### src/rtl/glenn_sample_scheduler.sv
// Sample scheduler: captures sensor samples into a circular buffer on record ticks and flushes them oldest-first on transmit ticks.
// Latency: a tick is acted on two cycles after it pulses (pending flag, then IDLE pick); a flush streams one word per cycle.
// Backpressure: out_TxValid/in_TxReady handshake holds data and last stable while stalled; sensor ack waits at most ACK_TIMEOUT cycles.
module glenn_sample_scheduler #(
    parameter int DATA_W      = 8,
    parameter int DEPTH       = 8,
    parameter int ACK_TIMEOUT = 15
) (
    input  logic                   in_Clk,
    input  logic                   in_Rst_n,
    input  logic                   in_RecordTick,
    input  logic                   in_TransmitTick,
    output logic                   out_SampleReq,
    input  logic                   in_SampleAck,
    input  logic [DATA_W-1:0]      in_SampleData,
    output logic                   out_TxValid,
    output logic [DATA_W-1:0]      out_TxData,
    input  logic                   in_TxReady,
    output logic                   out_TxLast,
    output logic [$clog2(DEPTH):0] out_Count,
    output logic                   out_Overflow,
    output logic                   out_SampleErr,
    output logic                   out_Busy
);

    localparam int AW = $clog2(DEPTH);
    localparam int CW = AW + 1;

    typedef enum logic [1:0] {
        ST_IDLE,
        ST_SAMPLE,
        ST_TRANSMIT
    } state_t;

    state_t            state;
    logic              rec_pend;
    logic              tx_pend;
    logic [AW-1:0]     wr_ptr;
    logic [AW-1:0]     rd_ptr;
    logic [7:0]        ack_cnt;
    logic [CW-1:0]     tx_remaining;
    logic [DATA_W-1:0] mem [DEPTH];

    logic take_rec;
    logic take_tx;
    logic sample_wr;

    // IDLE decides on the flags as they stand; record work always wins over a flush.
    always_comb begin
        take_rec  = (state == ST_IDLE) && rec_pend;
        take_tx   = (state == ST_IDLE) && !rec_pend && tx_pend;
        sample_wr = (state == ST_SAMPLE) && in_SampleAck;
    end

    // Pending flags: a tick only ever sets its flag; the flag is cleared when IDLE takes it.
    always_ff @(posedge in_Clk) begin
        if (!in_Rst_n) begin
            rec_pend <= 1'b0;
            tx_pend  <= 1'b0;
        end else begin
            rec_pend <= take_rec ? 1'b0 : (rec_pend | in_RecordTick);
            tx_pend  <= take_tx  ? 1'b0 : (tx_pend  | in_TransmitTick);
        end
    end

    // Sample storage; contents are don't-care until written, so no reset.
    always_ff @(posedge in_Clk) begin
        if (in_Rst_n && sample_wr) begin
            mem[wr_ptr] <= in_SampleData;
        end
    end

    // The read side never races a write: writes only occur in SAMPLE, reads only in TRANSMIT.
    assign out_TxData = out_TxValid ? mem[rd_ptr] : '0;

    // Control FSM with all handshake and status outputs registered alongside the state.
    always_ff @(posedge in_Clk) begin
        if (!in_Rst_n) begin
            state         <= ST_IDLE;
            wr_ptr        <= '0;
            rd_ptr        <= '0;
            out_Count     <= '0;
            ack_cnt       <= '0;
            tx_remaining  <= '0;
            out_SampleReq <= 1'b0;
            out_TxValid   <= 1'b0;
            out_TxLast    <= 1'b0;
            out_Overflow  <= 1'b0;
            out_SampleErr <= 1'b0;
            out_Busy      <= 1'b0;
        end else begin
            out_SampleErr <= 1'b0;
            case (state)
                ST_IDLE: begin
                    if (take_rec) begin
                        if (out_Count == CW'(DEPTH)) begin
                            // Buffer full: the capture is dropped and remembered.
                            out_Overflow <= 1'b1;
                        end else begin
                            state         <= ST_SAMPLE;
                            out_SampleReq <= 1'b1;
                            ack_cnt       <= '0;
                            out_Busy      <= 1'b1;
                        end
                    end else if (take_tx) begin
                        state    <= ST_TRANSMIT;
                        out_Busy <= 1'b1;
                        // Snapshot the occupancy: only these entries belong to this flush.
                        if (out_Count != '0) begin
                            out_TxValid  <= 1'b1;
                            tx_remaining <= out_Count;
                            out_TxLast   <= (out_Count == CW'(1));
                        end
                    end
                end

                ST_SAMPLE: begin
                    if (in_SampleAck) begin
                        wr_ptr        <= wr_ptr + 1'b1;
                        out_Count     <= out_Count + 1'b1;
                        out_SampleReq <= 1'b0;
                        out_Busy      <= 1'b0;
                        state         <= ST_IDLE;
                    end else if (ack_cnt == 8'(ACK_TIMEOUT - 1)) begin
                        out_SampleReq <= 1'b0;
                        out_SampleErr <= 1'b1;
                        out_Busy      <= 1'b0;
                        state         <= ST_IDLE;
                    end else begin
                        ack_cnt <= ack_cnt + 1'b1;
                    end
                end

                ST_TRANSMIT: begin
                    if (!out_TxValid) begin
                        // Empty flush: nothing to send, go straight back.
                        out_Busy <= 1'b0;
                        state    <= ST_IDLE;
                    end else if (in_TxReady) begin
                        rd_ptr       <= rd_ptr + 1'b1;
                        out_Count    <= out_Count - 1'b1;
                        tx_remaining <= tx_remaining - 1'b1;
                        if (out_TxLast) begin
                            out_TxValid  <= 1'b0;
                            out_TxLast   <= 1'b0;
                            out_Overflow <= 1'b0;
                            out_Busy     <= 1'b0;
                            state        <= ST_IDLE;
                        end else begin
                            out_TxLast <= (tx_remaining == CW'(2));
                        end
                    end
                end

                default: begin
                    state         <= ST_IDLE;
                    out_SampleReq <= 1'b0;
                    out_TxValid   <= 1'b0;
                    out_TxLast    <= 1'b0;
                    out_Busy      <= 1'b0;
                end
            endcase
        end
    end

endmodule

### config.mk
export PLATFORM = sky130hd
export DESIGN_NAME = glenn_sample_scheduler
export DESIGN_NICKNAME = d
export VERILOG_FILES = /design/src/rtl/glenn_sample_scheduler.sv
export SDC_FILE = /design/constraint.sdc
export NUM_CORES = 1
export LEC_CHECK = 0
export ABC_CLOCK_PERIOD_IN_PS = 2600
export BUFFER_PORTS_ARGS = -buffer_cell sky130_fd_sc_hd__buf_2
export CELL_PAD_IN_SITES_DETAIL_PLACEMENT = 0
export CELL_PAD_IN_SITES_GLOBAL_PLACEMENT = 1
export CORE_UTILIZATION = 40
export CTS_CLUSTER_SIZE = 28
export DETAILED_ROUTE_END_ITERATION = 7
export PLACE_DENSITY = 0.72
export SYNTH_ARGS = -nofsm -noshare
export SYNTH_HDL_FRONTEND = slang
export SYNTH_SLANG_ARGS = --single-unit
### constraint.sdc
create_clock -name in_Clk -period 2.6 [get_ports in_Clk]
set_input_delay 0.26 -clock in_Clk [delete_from_list [all_inputs] [get_ports in_Clk]]
set_output_delay 0.26 -clock in_Clk [all_outputs]
set_load 0.01 [all_outputs]
==> results of run 1 <==
flip-flops by register name, indices dropped and copies added, names as in the netlist, named ones only:
register,count
state,2
out_TxValid,1
out_Busy,1
out_SampleErr,1
rec_pend,1
ack_cnt,8
wr_ptr,3
out_Overflow,1
out_TxLast,1
tx_pend,1
mem,64
out_Count,4
rd_ptr,3
out_SampleReq,1
tx_remaining,4
path summary, 6_finish.rpt:
check | start | end | slack, ns | depth (start not counted)
max | register | out_TxData[1] | 0.48 | 5
min | in_TransmitTick | tx_pend | 0.14 | 3
max reg2reg | out_Count[0] | ack_cnt[7] | 0.55 | 6
min reg2reg | ack_cnt[7] | ack_cnt[7] | 0.49 | 2
power groups by stage:
stage | logic [mW] | clock network (mW) | registers [mW]
2_1_floorplan | 0.156 | 0 | 1.75
3_3_place_gp | 0.233 | 0 | 1.76
3_5_place_dp | 0.233 | 0 | 1.76
4_1_cts | 0.235 | 0.935 | 1.72
5_1_grt | 0.260 | 0.989 | 1.73
6_report | 0.232 | 0.901 | 1.73
cell families (layout without fill, tap and decap cells):
logic type | count (synthesis) | after routing | share of synthesized area
adders and majority gates | 10 | 10 | 0.0290
xor gates and xnor gates | 6 | 6 | 0.0122
muxes | 27 | 27 | 0.109
AOI/OAI and AO/OA | 54 | 54 | 0.0882
DFF | 99 | 99 | 0.608
buffers and inverters | 25 | 71 | 0.0235
and+or+nand+nor | 98 | 98 | 0.130
placed cells by master (no fill, tap or decap), types with 2 or more instances in the layout:
cell and n:
buf_2 31, xnor2_1 4, nand2_1 17, nand4_1 6, and3b_1 3, inv_1 8
edfxtp_1 64, buf_4 15, mux2i_1 11, mux4_2 16, o21bai_1 2, clkinv_1 2
nor3_1 7, a21oi_1 17, ha_1 10, o211ai_1 4, nand3_1 4, o31ai_1 5
a211oi_1 3, nor3b_1 3, nor2b_1 9, or3_1 2, nor2_1 20, dfxtp_1 35
or4_1 5, inv_6 4, nor4_1 5, clkbuf_8 9, xor2_1 2, nand2b_1 5
o21ai_0 8, a31oi_1 2
per-layer routing:
metal | vias to the layer above | wire length (um) | global-route usage
li1 | 1313 | - | -
met1 | 1326 | 3790 | 0.205
met2 | 45 | 4110 | 0.266
met3 | 2 | 262 | 0.0421
met4 | 0 | 38 | 0.0407
met5 | - | 0 | 0
cells in the mapped netlist (8+ instances only):
| cell | number | area [sq um] |
|---|---|---|
| a21oi_1 | 17 | 85.1 |
| clkbuf_1 | 8 | 30.0 |
| dfxtp_1 | 35 | 701 |
| edfxtp_1 | 64 | 1920 |
| ha_1 | 10 | 125 |
| inv_1 | 8 | 30.0 |
| mux2i_1 | 11 | 110 |
| mux4_2 | 16 | 360 |
| nand2_1 | 17 | 63.8 |
| nor2_1 | 20 | 75.1 |
| nor2b_1 | 9 | 56.3 |
| o21ai_0 | 8 | 40.0 |
layout make-up:
cell class                 count  area [sq um]
multi-input combinational    195          1600
inverter                       9          33.8
tap                          136           170
timing repair buffer          46           268
sequential                    99          2620
clock buffer                   9           124
clock inverter                 7          55.1
fill                         946          5500
worst reg2reg max path, stage by stage (launching register included):
cell and delay (ns):
dfxtp_1 0.43, inv_1 0.15, ha_1 0.25, nand3b_1 0.26, o211ai_1 0.22, or4_1 0.52
a21oi_1 0.15
metrics by stage:
stage	hold WS, ns	util	instances
after global placement	0.464	0.452	485
final	0.142	0.470	501
after CTS	0.119	0.470	501
after detailed placement	0.475	0.452	485
after floorplan	0.359	-	319
after global routing	0.152	0.470	501
==> reports/qor.csv, run 1 <==
stage,metric,value,unit
floorplanning,io pins,32,
placed_design,Placement Setup Slack,0.592,ns
cts,CTS tree,done,
sta,unrepaired setup endpoints after global routing,false,
routing,Antenna Nets Post-Route,0,
worst_setup_path,CP peak stage delay,0.55,ns
logic_synthesis,Post-synth EDFFs,64,
hold_path,type of the tightest min-delay check,in -> reg,
cts,post-CTS setup buffer count,0,
sta,Final WS setup,0.479,ns
sta,relative slew slack,0.566,
routing,DR pass1 iterations,4,
worst_setup_path,Crit path arrival time,1.86,ns
global_routing,vias in the first global route,2642,
placed_design,dpl cell area,4690,sq um
power_and_ir_drop,"Power, Total",2.86,mW
power_and_ir_drop,Internal,2.15,mW
worst_setup_path,required time of the critical path,2.34,ns
cells_and_area,layout cell share with drive strength beyond 1,0.241,
power_and_ir_drop,P_sw,711,uW
logic_synthesis,Yosys cell types,55,
logic_synthesis,cell area after synthesis,4310,sq um
worst_setup_path,Worst setup EP type,output port,
power_and_ir_drop,Max VDD drop,0.000302,V
cts,Clock Pin Slew Worst Setup and Hold Paths,0.09,ns
logic_synthesis,Syn Inst Count,319,
logic_synthesis,Synth Flop Type,edfxtp_1,
routing,DRT iter0 DRCs,100,
logic_synthesis,ys async rst share,0,
sta,Final min period,2.12,ns
global_routing,GRT overflow,0,
sta,setup TNS,0,ns
logic_synthesis,#FFs+latches synth,99,
worst_setup_path,Worst setup SP type,register,
sta,max-slew violation count,0,
placed_design,DP HPWL,5.44,mm
cts,clk buf depth,2,
routing,routed vias,2686,
placed_design,Placer Congestion,0.808,
power_and_ir_drop,Clock Power Share,0.315,
logic_synthesis,Mapped Nets,343,
cts,Root Buffer,clkbuf_8,
floorplanning,FP Rows,37,
worst_setup_path,crit path cell chain,buf_4 > mux4_2 > mux2i_1 > nor2b_1 > buf_2,
routing,WL final,8.20,mm
routing,vias per inst,5.36,
run_status,status,completed,
floorplanning,Die Span Y,106,um
sta,FMAX,0.472,GHz
floorplanning,Die ar.,11200,sq um
floorplanning,die width,106,um
logic_synthesis,Mean Syn Cell Area,13.5,sq um
logic_synthesis,YS warnings,0,
sta,Least-Margin Pin Slew,0.651,ns
cts,CTS HTree Levels,3,
cells_and_area,NumNets Final,384,
global_routing,initial antenna violation count,0,
floorplanning,core area,10400,sq um
cts,cts bufs inserted,9,
cts,post-CTS sizing,0,
power_and_ir_drop,combinational share of power,0.081,
sta,Setup-failing EPs final,0,
flow_run,Max-Cap Viols,0,
sta,fin crit share,0.816,
power_and_ir_drop,power share of the sequential group,0.604,
power_and_ir_drop,PwrDens,587,nW/um^2
cts,clock sinks,99,
global_routing,Total GRT Usage,0.159,
worst_setup_path,Worst path slowest cell,mux4_2,
cells_and_area,final instance area,4870,sq um
cells_and_area,Area Growth Syn to Fin,12.9,%
routing,drt drc,0,
cts,"Hold-fix buffers, CTS",0,
worst_setup_path,Crit path buffers/inverters,2,
global_routing,global-route wire length before repair,13.5,mm
routing,DR WL/cell,16.4,um
global_routing,pin count of the biggest net entering global routing,21,
worst_setup_path,family with the most delay on the worst path,multiplexers,
cts,clk_lat worst skew,0.36,ns
cells_and_area,n_diodes,0,
logic_synthesis,post-synthesis sequential area ratio,0.608,
power_and_ir_drop,Leak,1.64,nW
floorplanning,starting density of the core,0.416,
worst_setup_path,CP Class,reg -> out,
worst_setup_path,biggest fanout along the worst timing path,16,
sta,Final Hold Viols,0,
power_and_ir_drop,Switching Fraction,0.249,
placed_design,PortBufs,31,
sta,Clock Skew,0.00961,ns
Note: power is estimated with default switching activity, not from simulation.
==> run 2: changes to the inputs <==
ABC_CLOCK_PERIOD_IN_PS = 1900   (was 2600)
PLACE_DENSITY = 0.75   (was 0.72)
clock period = 1.9 ns   (was 2.6 ns; I/O delays follow)
==> reports/qor.csv, run 2 (synthesized netlist as in run 1, its figures left out) <==
stage,metric,value,unit,change
run_status,status,"finished, violations left",,
run_status,failing checks,setup timing,,
worst_setup_path,CP peak stage delay,0.51,ns,-0.04 ns
hold_path,Hold Path Depth,3,,unchanged
sta,Clock Skew,0.00904,ns,-0.000567 ns
global_routing,Total GRT Usage,0.171,,+0.0121
global_routing,met2 Use GR,0.279,,+0.0135
floorplanning,die width,106,um,unchanged
worst_setup_path,crit path cell chain,buf_12 > mux4_2 > mux2i_2 > nor2b_1 > buf_2,,
cells_and_area,biggest regs,"mem (64), ack_cnt (8)",,
worst_setup_path,Worst setup EP type,output port,,
cells_and_area,NumNets Final,409,,+6.5%
sta,relative slew slack,0.636,,+0.0701
worst_setup_path,Crit path arrival time,1.82,ns,-0.04 ns
floorplanning,Die ar.,11200,sq um,unchanged
sta,Hold WS,0.0654,ns,-0.0762 ns
worst_setup_path,Worst path slowest cell,mux4_2,,
floorplanning,starting density of the core,0.416,,unchanged
routing,routed vias,2817,,+4.9%
worst_setup_path,Worst R2R Start,ack_cnt[0],,
cts,Clock Pin Slew Worst Setup and Hold Paths,0.10,ns,about the same
sta,Final min period,2.01,ns,
sta,max-slew violation count,0,,unchanged
power_and_ir_drop,Leak,1.78,nW,+8.7%
worst_setup_path,biggest fanout along the worst timing path,8,,-8
cts,Root Buffer,clkbuf_8,,
placed_design,DP HPWL,5.98,mm,+9.9%
sta,Final WS setup,-0.107,ns,-0.586 ns
routing,drt drc,0,,unchanged
flow_run,Max-Cap Viols,0,,unchanged
hold_path,hold_sp,in_TransmitTick,,
worst_setup_path,required time of the critical path,1.71,ns,-0.63 ns
floorplanning,core area,10400,sq um,unchanged
cts,cts bufs inserted,9,,unchanged
cells_and_area,Largest register FFs,64,,unchanged
hold_path,Hold EP,tx_pend,,
global_routing,vias in the first global route,2741,,+3.7%
global_routing,initial antenna violation count,0,,unchanged
sta,FMAX,0.498,GHz,
sta,Setup-failing EPs final,8,,+8
global_routing,most used routing layer,met2,,
cells_and_area,"most common cell after layout, fill and taps aside",edfxtp_1,,
routing,DRT iter0 DRCs,163,,+63%
worst_setup_path,FF-to-FF path depth,6,,unchanged
routing,DR WL/cell,16.6,um,+1.6%
global_routing,grt met3 use,0.0501,,+0.00804
hold_path,type of the tightest min-delay check,in -> reg,,
floorplanning,Die Span Y,106,um,unchanged
placed_design,Placement Setup Slack,0.0322,ns,-0.560 ns
cts,"Hold-fix buffers, CTS",0,,unchanged
worst_setup_path,register-to-register setup slack,0.08,ns,-0.47 ns
routing,DR pass1 iterations,4,,unchanged
global_routing,global-route wire length before repair,14.3,mm,+5.8%
sta,unrepaired setup endpoints after global routing,true,,
worst_setup_path,Worst setup SP type,register,,
worst_setup_path,CP Class,reg -> out,,
cts,clk_lat worst skew,0.36,ns,about the same
sta,fin crit share,1.06,,
global_routing,GRT overflow,0,,unchanged
cts,clock sinks,99,,unchanged
power_and_ir_drop,PwrDens,777,nW/um^2,+32%
routing,Antenna Nets Post-Route,0,,unchanged
global_routing,pin count of the biggest net entering global routing,19,,-9.5%
cells_and_area,largest register by flop count,mem,,
cells_and_area,n_diodes,0,,unchanged
floorplanning,FP Rows,37,,unchanged
power_and_ir_drop,Max VDD drop,0.000323,V,+7.0%
routing,vias per inst,5.36,,-0.11%
cells_and_area,layout cell share with drive strength beyond 1,0.310,,+0.0692
cells_and_area,Area Growth Syn to Fin,19.0,%,
global_routing,grt met1 use,0.225,,+0.0205
cts,CTS tree,done,,
cts,clk buf depth,2,,unchanged
cells_and_area,"commonest cells after routing, fill and taps aside","64 x edfxtp_1, 38 x buf_4, 32 x dfxtp_1",,
worst_setup_path,reg2reg end,out_SampleReq,,
sta,Least-Margin Pin Slew,0.546,ns,-0.105 ns
placed_design,Placer Congestion,0.790,,-2.2%
cts,CTS HTree Levels,3,,unchanged
placed_design,PortBufs,31,,unchanged
routing,WL final,8.74,mm,+6.7%
sta,Final Hold Viols,0,,unchanged
floorplanning,io pins,32,,unchanged
## run 2: routing by layer
layer  part of all wire  wire [um]
met5                  0          0
met4             0.0065         57
met3              0.037        325
met2               0.50       4410
met1               0.45       3950
## run 2: report_power, final
group          internal [mW]  switching [mW]  leakage, nW
registers               2.31          0.0362        0.861
clock network          0.507           0.750       0.0949
logic                  0.175           0.209        0.823
## run 2: through the flow
stage          power (mW)  setup TNS [ns]  instance area [sq um]  cells   util
3_5_place_dp         2.77               0                   4840    504  0.467
2_1_floorplan        2.61           -3.72                   4320    319      -
4_1_cts              4.03          -0.850                   5060    521  0.488
5_1_grt              4.16           -1.33                   5130    526  0.495
3_3_place_gp         2.77               0                   4840    504  0.467
6_report             3.99          -0.416                   5130    526  0.495
## run 2: layout make-up
class,count,area [sq um]
Fill cell,909,5240
Sequential cell,99,2630
Multi-Input combinational cell,195,1630
Timing Repair Buffer,71,488
Tap cell,136,170
Clock buffer,10,128
Clock inverter,6,57.6
Inverter,9,33.8
## run 2: worst max-delay path by stage
stage | start | to | cells after the start
CTS | register | out_TxData[6] | 5
floorplan | state[0] | mem[1][0] | 4
detailed placement | state[0] | mem[6][6] | 4
global placement | state[0] | mem[6][5] | 4
finish | register | out_TxData[6] | 5
global route | register | out_TxData[6] | 5
## run 2: critical path, delay by kind of cell, from the launching register on
| kind | cells | cell delay, ns |
|---|---|---|
| mux | 2 | 0.70 |
| flops | 1 | 0.41 |
| buf+inv | 2 | 0.29 |
| simple gates | 1 | 0.07 |
## run 2: timing repair
item / in CTS / in global routing
cloned: 1 / 0
gates resized for setup: 3 / 9
endpoints found under the setup margin: 8 / 79
setup buffers: 0 / 5
pin swaps: 0 / 3
==> run 3: changes to the inputs <==
RECOVER_POWER = 25   (was unset)
==> reports/qor.csv, run 3 (synthesized netlist as in run 1, its figures left out) <==
stage,metric,value,unit,change
power_and_ir_drop,combinational share of power,0.096,,about the same
power_and_ir_drop,Switching Fraction,0.249,,+0.000263
sta,Clock Skew,0.00881,ns,-0.000233 ns
placed_design,Inst Count DP,504,,unchanged
floorplanning,Die Span Y,106,um,unchanged
floorplanning,io pins,32,,unchanged
cts,clk buf depth,2,,unchanged
cts,clock sinks,99,,unchanged
worst_setup_path,Worst setup EP type,output port,,
sta,fin crit share,1.06,,about the same
hold_path,type of the tightest min-delay check,in -> reg,,
worst_setup_path,Setup crit end,out_TxData[6],,
worst_setup_path,Worst setup SP type,register,,
cells_and_area,final instance area,5120,sq um,-0.17%
flow_run,Max-Cap Viols,0,,unchanged
cts,cts bufs inserted,9,,unchanged
run_status,status,"finished, violations left",,
cts,"Hold-fix buffers, CTS",0,,unchanged
worst_setup_path,required time of the critical path,1.71,ns,about the same
global_routing,Total GRT Usage,0.171,,unchanged
routing,vias per inst,5.37,,+0.28%
power_and_ir_drop,PwrDens,779,nW/um^2,+0.14%
floorplanning,die width,106,um,unchanged
cts,clk_lat worst skew,0.36,ns,about the same
routing,DR WL/cell,16.7,um,+0.26%
sta,max-slew violation count,0,,unchanged
worst_setup_path,Worst R2R Start,ack_cnt[0],,
power_and_ir_drop,Max VDD drop,0.000323,V,about the same
sta,Final min period,2.01,ns,-0.000350 ns
worst_setup_path,CP Class,reg -> out,,
power_and_ir_drop,Leak,1.76,nW,-1.1%
worst_setup_path,FF-to-FF path depth,6,,unchanged
floorplanning,FP Rows,37,,unchanged
cts,CTS HTree Levels,3,,unchanged
cells_and_area,Largest register FFs,64,,unchanged
routing,DRT iter0 DRCs,167,,+2.5%
global_routing,GRT overflow,0,,unchanged
worst_setup_path,register-to-register setup slack,0.08,ns,about the same
cells_and_area,Final Non-Filler Cells,526,,unchanged
sta,Final WS setup,-0.106,ns,+0.000350 ns
sta,unrepaired setup endpoints after global routing,true,,
floorplanning,starting density of the core,0.416,,unchanged
cts,Clock Pin Slew Worst Setup and Hold Paths,0.10,ns,about the same
power_and_ir_drop,P_sw,995,uW,about the same
run_status,failing checks,setup timing,,
routing,DR pass1 iterations,4,,unchanged
cts,Root Buffer,clkbuf_8,,
sta,FMAX,0.498,GHz,about the same
power_and_ir_drop,power share of the sequential group,0.589,,about the same
cells_and_area,"commonest cells after routing, fill and taps aside","64 x edfxtp_1, 38 x buf_4, 32 x dfxtp_1",,
placed_design,dpl cell area,4840,sq um,unchanged
power_and_ir_drop,Clock Power Share,0.315,,about the same
floorplanning,Die ar.,11200,sq um,unchanged
routing,Antenna Nets Post-Route,0,,unchanged
cts,CTS tree,done,,
placed_design,DP HPWL,5.98,mm,unchanged
cells_and_area,n_diodes,0,,unchanged
power_and_ir_drop,"Power, Total",3.99,mW,about the same
power_and_ir_drop,Internal,2.99,mW,about the same
sta,Least-Margin Pin Slew,0.543,ns,-0.00219 ns
sta,relative slew slack,0.637,,+0.00146
cells_and_area,"Core Util, Final",0.494,,-0.000845
global_routing,vias in the first global route,2741,,unchanged
sta,Final Hold Viols,0,,unchanged
cells_and_area,largest register by flop count,mem,,
global_routing,pin count of the biggest net entering global routing,19,,unchanged
worst_setup_path,biggest fanout along the worst timing path,8,,unchanged
worst_setup_path,reg2reg end,out_SampleReq,,
worst_setup_path,Crit path arrival time,1.82,ns,about the same
placed_design,PortBufs,31,,unchanged
global_routing,initial antenna violation count,0,,unchanged
routing,routed vias,2825,,+0.28%
routing,WL final,8.77,mm,+0.26%
cells_and_area,NumNets Final,409,,unchanged
routing,drt drc,0,,unchanged
cells_and_area,"most common cell after layout, fill and taps aside",edfxtp_1,,
cells_and_area,biggest regs,"mem (64), ack_cnt (8)",,
floorplanning,core area,10400,sq um,unchanged
cells_and_area,Area Growth Syn to Fin,18.8,%,
cells_and_area,layout cell share with drive strength beyond 1,0.292,,-0.0179
placed_design,Placer Congestion,0.790,,unchanged
global_routing,global-route wire length before repair,14.3,mm,unchanged
sta,Setup-failing EPs final,8,,unchanged
-- run 3: changes by cell type in the layout (fill, tap and decap cells not counted), sizes merged --
cell,delta
clkbuf,+7
buf,-7
-- run 3: timing repair --
action,CTS,global route
setup buffers,0,5
hold endpoints to repair,0,0
pin swaps,0,3
endpoints found under the setup margin,8,79
resized for setup,3,9
cloned,1,0
-- run 3: stage by stage --
stage | setup TNS (ns) | setup slack [ns] | hold WS [ns]
after global routing | -1.33 | -0.214 | 0.0828
after CTS | -0.850 | -0.156 | 0.0460
after global placement | 0 | 0.0572 | 0.431
after detailed placement | 0 | 0.0322 | 0.449
final | -0.418 | -0.106 | 0.0653
after floorplan | -3.72 | -0.216 | 0.289
-- run 3: final cells by class --
cell class	count	area, sq um
clock buffers	10	128
clock inverters	6	57.6
fillers	911	5250
inverters	9	33.8
multi-input cells	195	1630
flip-flops and latches	99	2630
well taps	136	170
repair buffers	71	479
-- run 3: critical path: stages, from the launching register on --
cell	delay, ns
dfxtp_4	0.41
buf_12	0.15
mux4_2	0.51
mux2i_2	0.19
nor2b_1	0.07
buf_2	0.14
-- run 3: worst min-delay path by stage --
stage,from,end,slack [ns],cells after the start
6_report,in_TransmitTick,tx_pend,0.07,3
5_1_grt,in_TransmitTick,tx_pend,0.08,3
4_1_cts,in_TransmitTick,tx_pend,0.05,3
3_5_place_dp,in_TransmitTick,tx_pend,0.45,3
3_3_place_gp,in_TransmitTick,tx_pend,0.43,3
2_1_floorplan,in_SampleData[0],mem[0][0],0.29,0
-- run 3: metal layers --
layer	track usage	share of wire	routed length [um]	vias up
met2	0.279	0.50	4410	61
li1	-	-	-	1364
met5	0	0	0	-
met4	0.0387	0.0065	57	0
met3	0.0501	0.035	304	4
met1	0.225	0.46	3990	1396
-- run 3: power groups by stage --
stage          registers, mW  clock network, mW  logic, mW
2_1_floorplan           2.39                  0      0.214
3_3_place_gp            2.40                  0      0.370
3_5_place_dp            2.40                  0      0.375
4_1_cts                 2.35               1.31      0.378
5_1_grt                 2.36               1.38      0.423
6_report                2.35               1.26      0.382
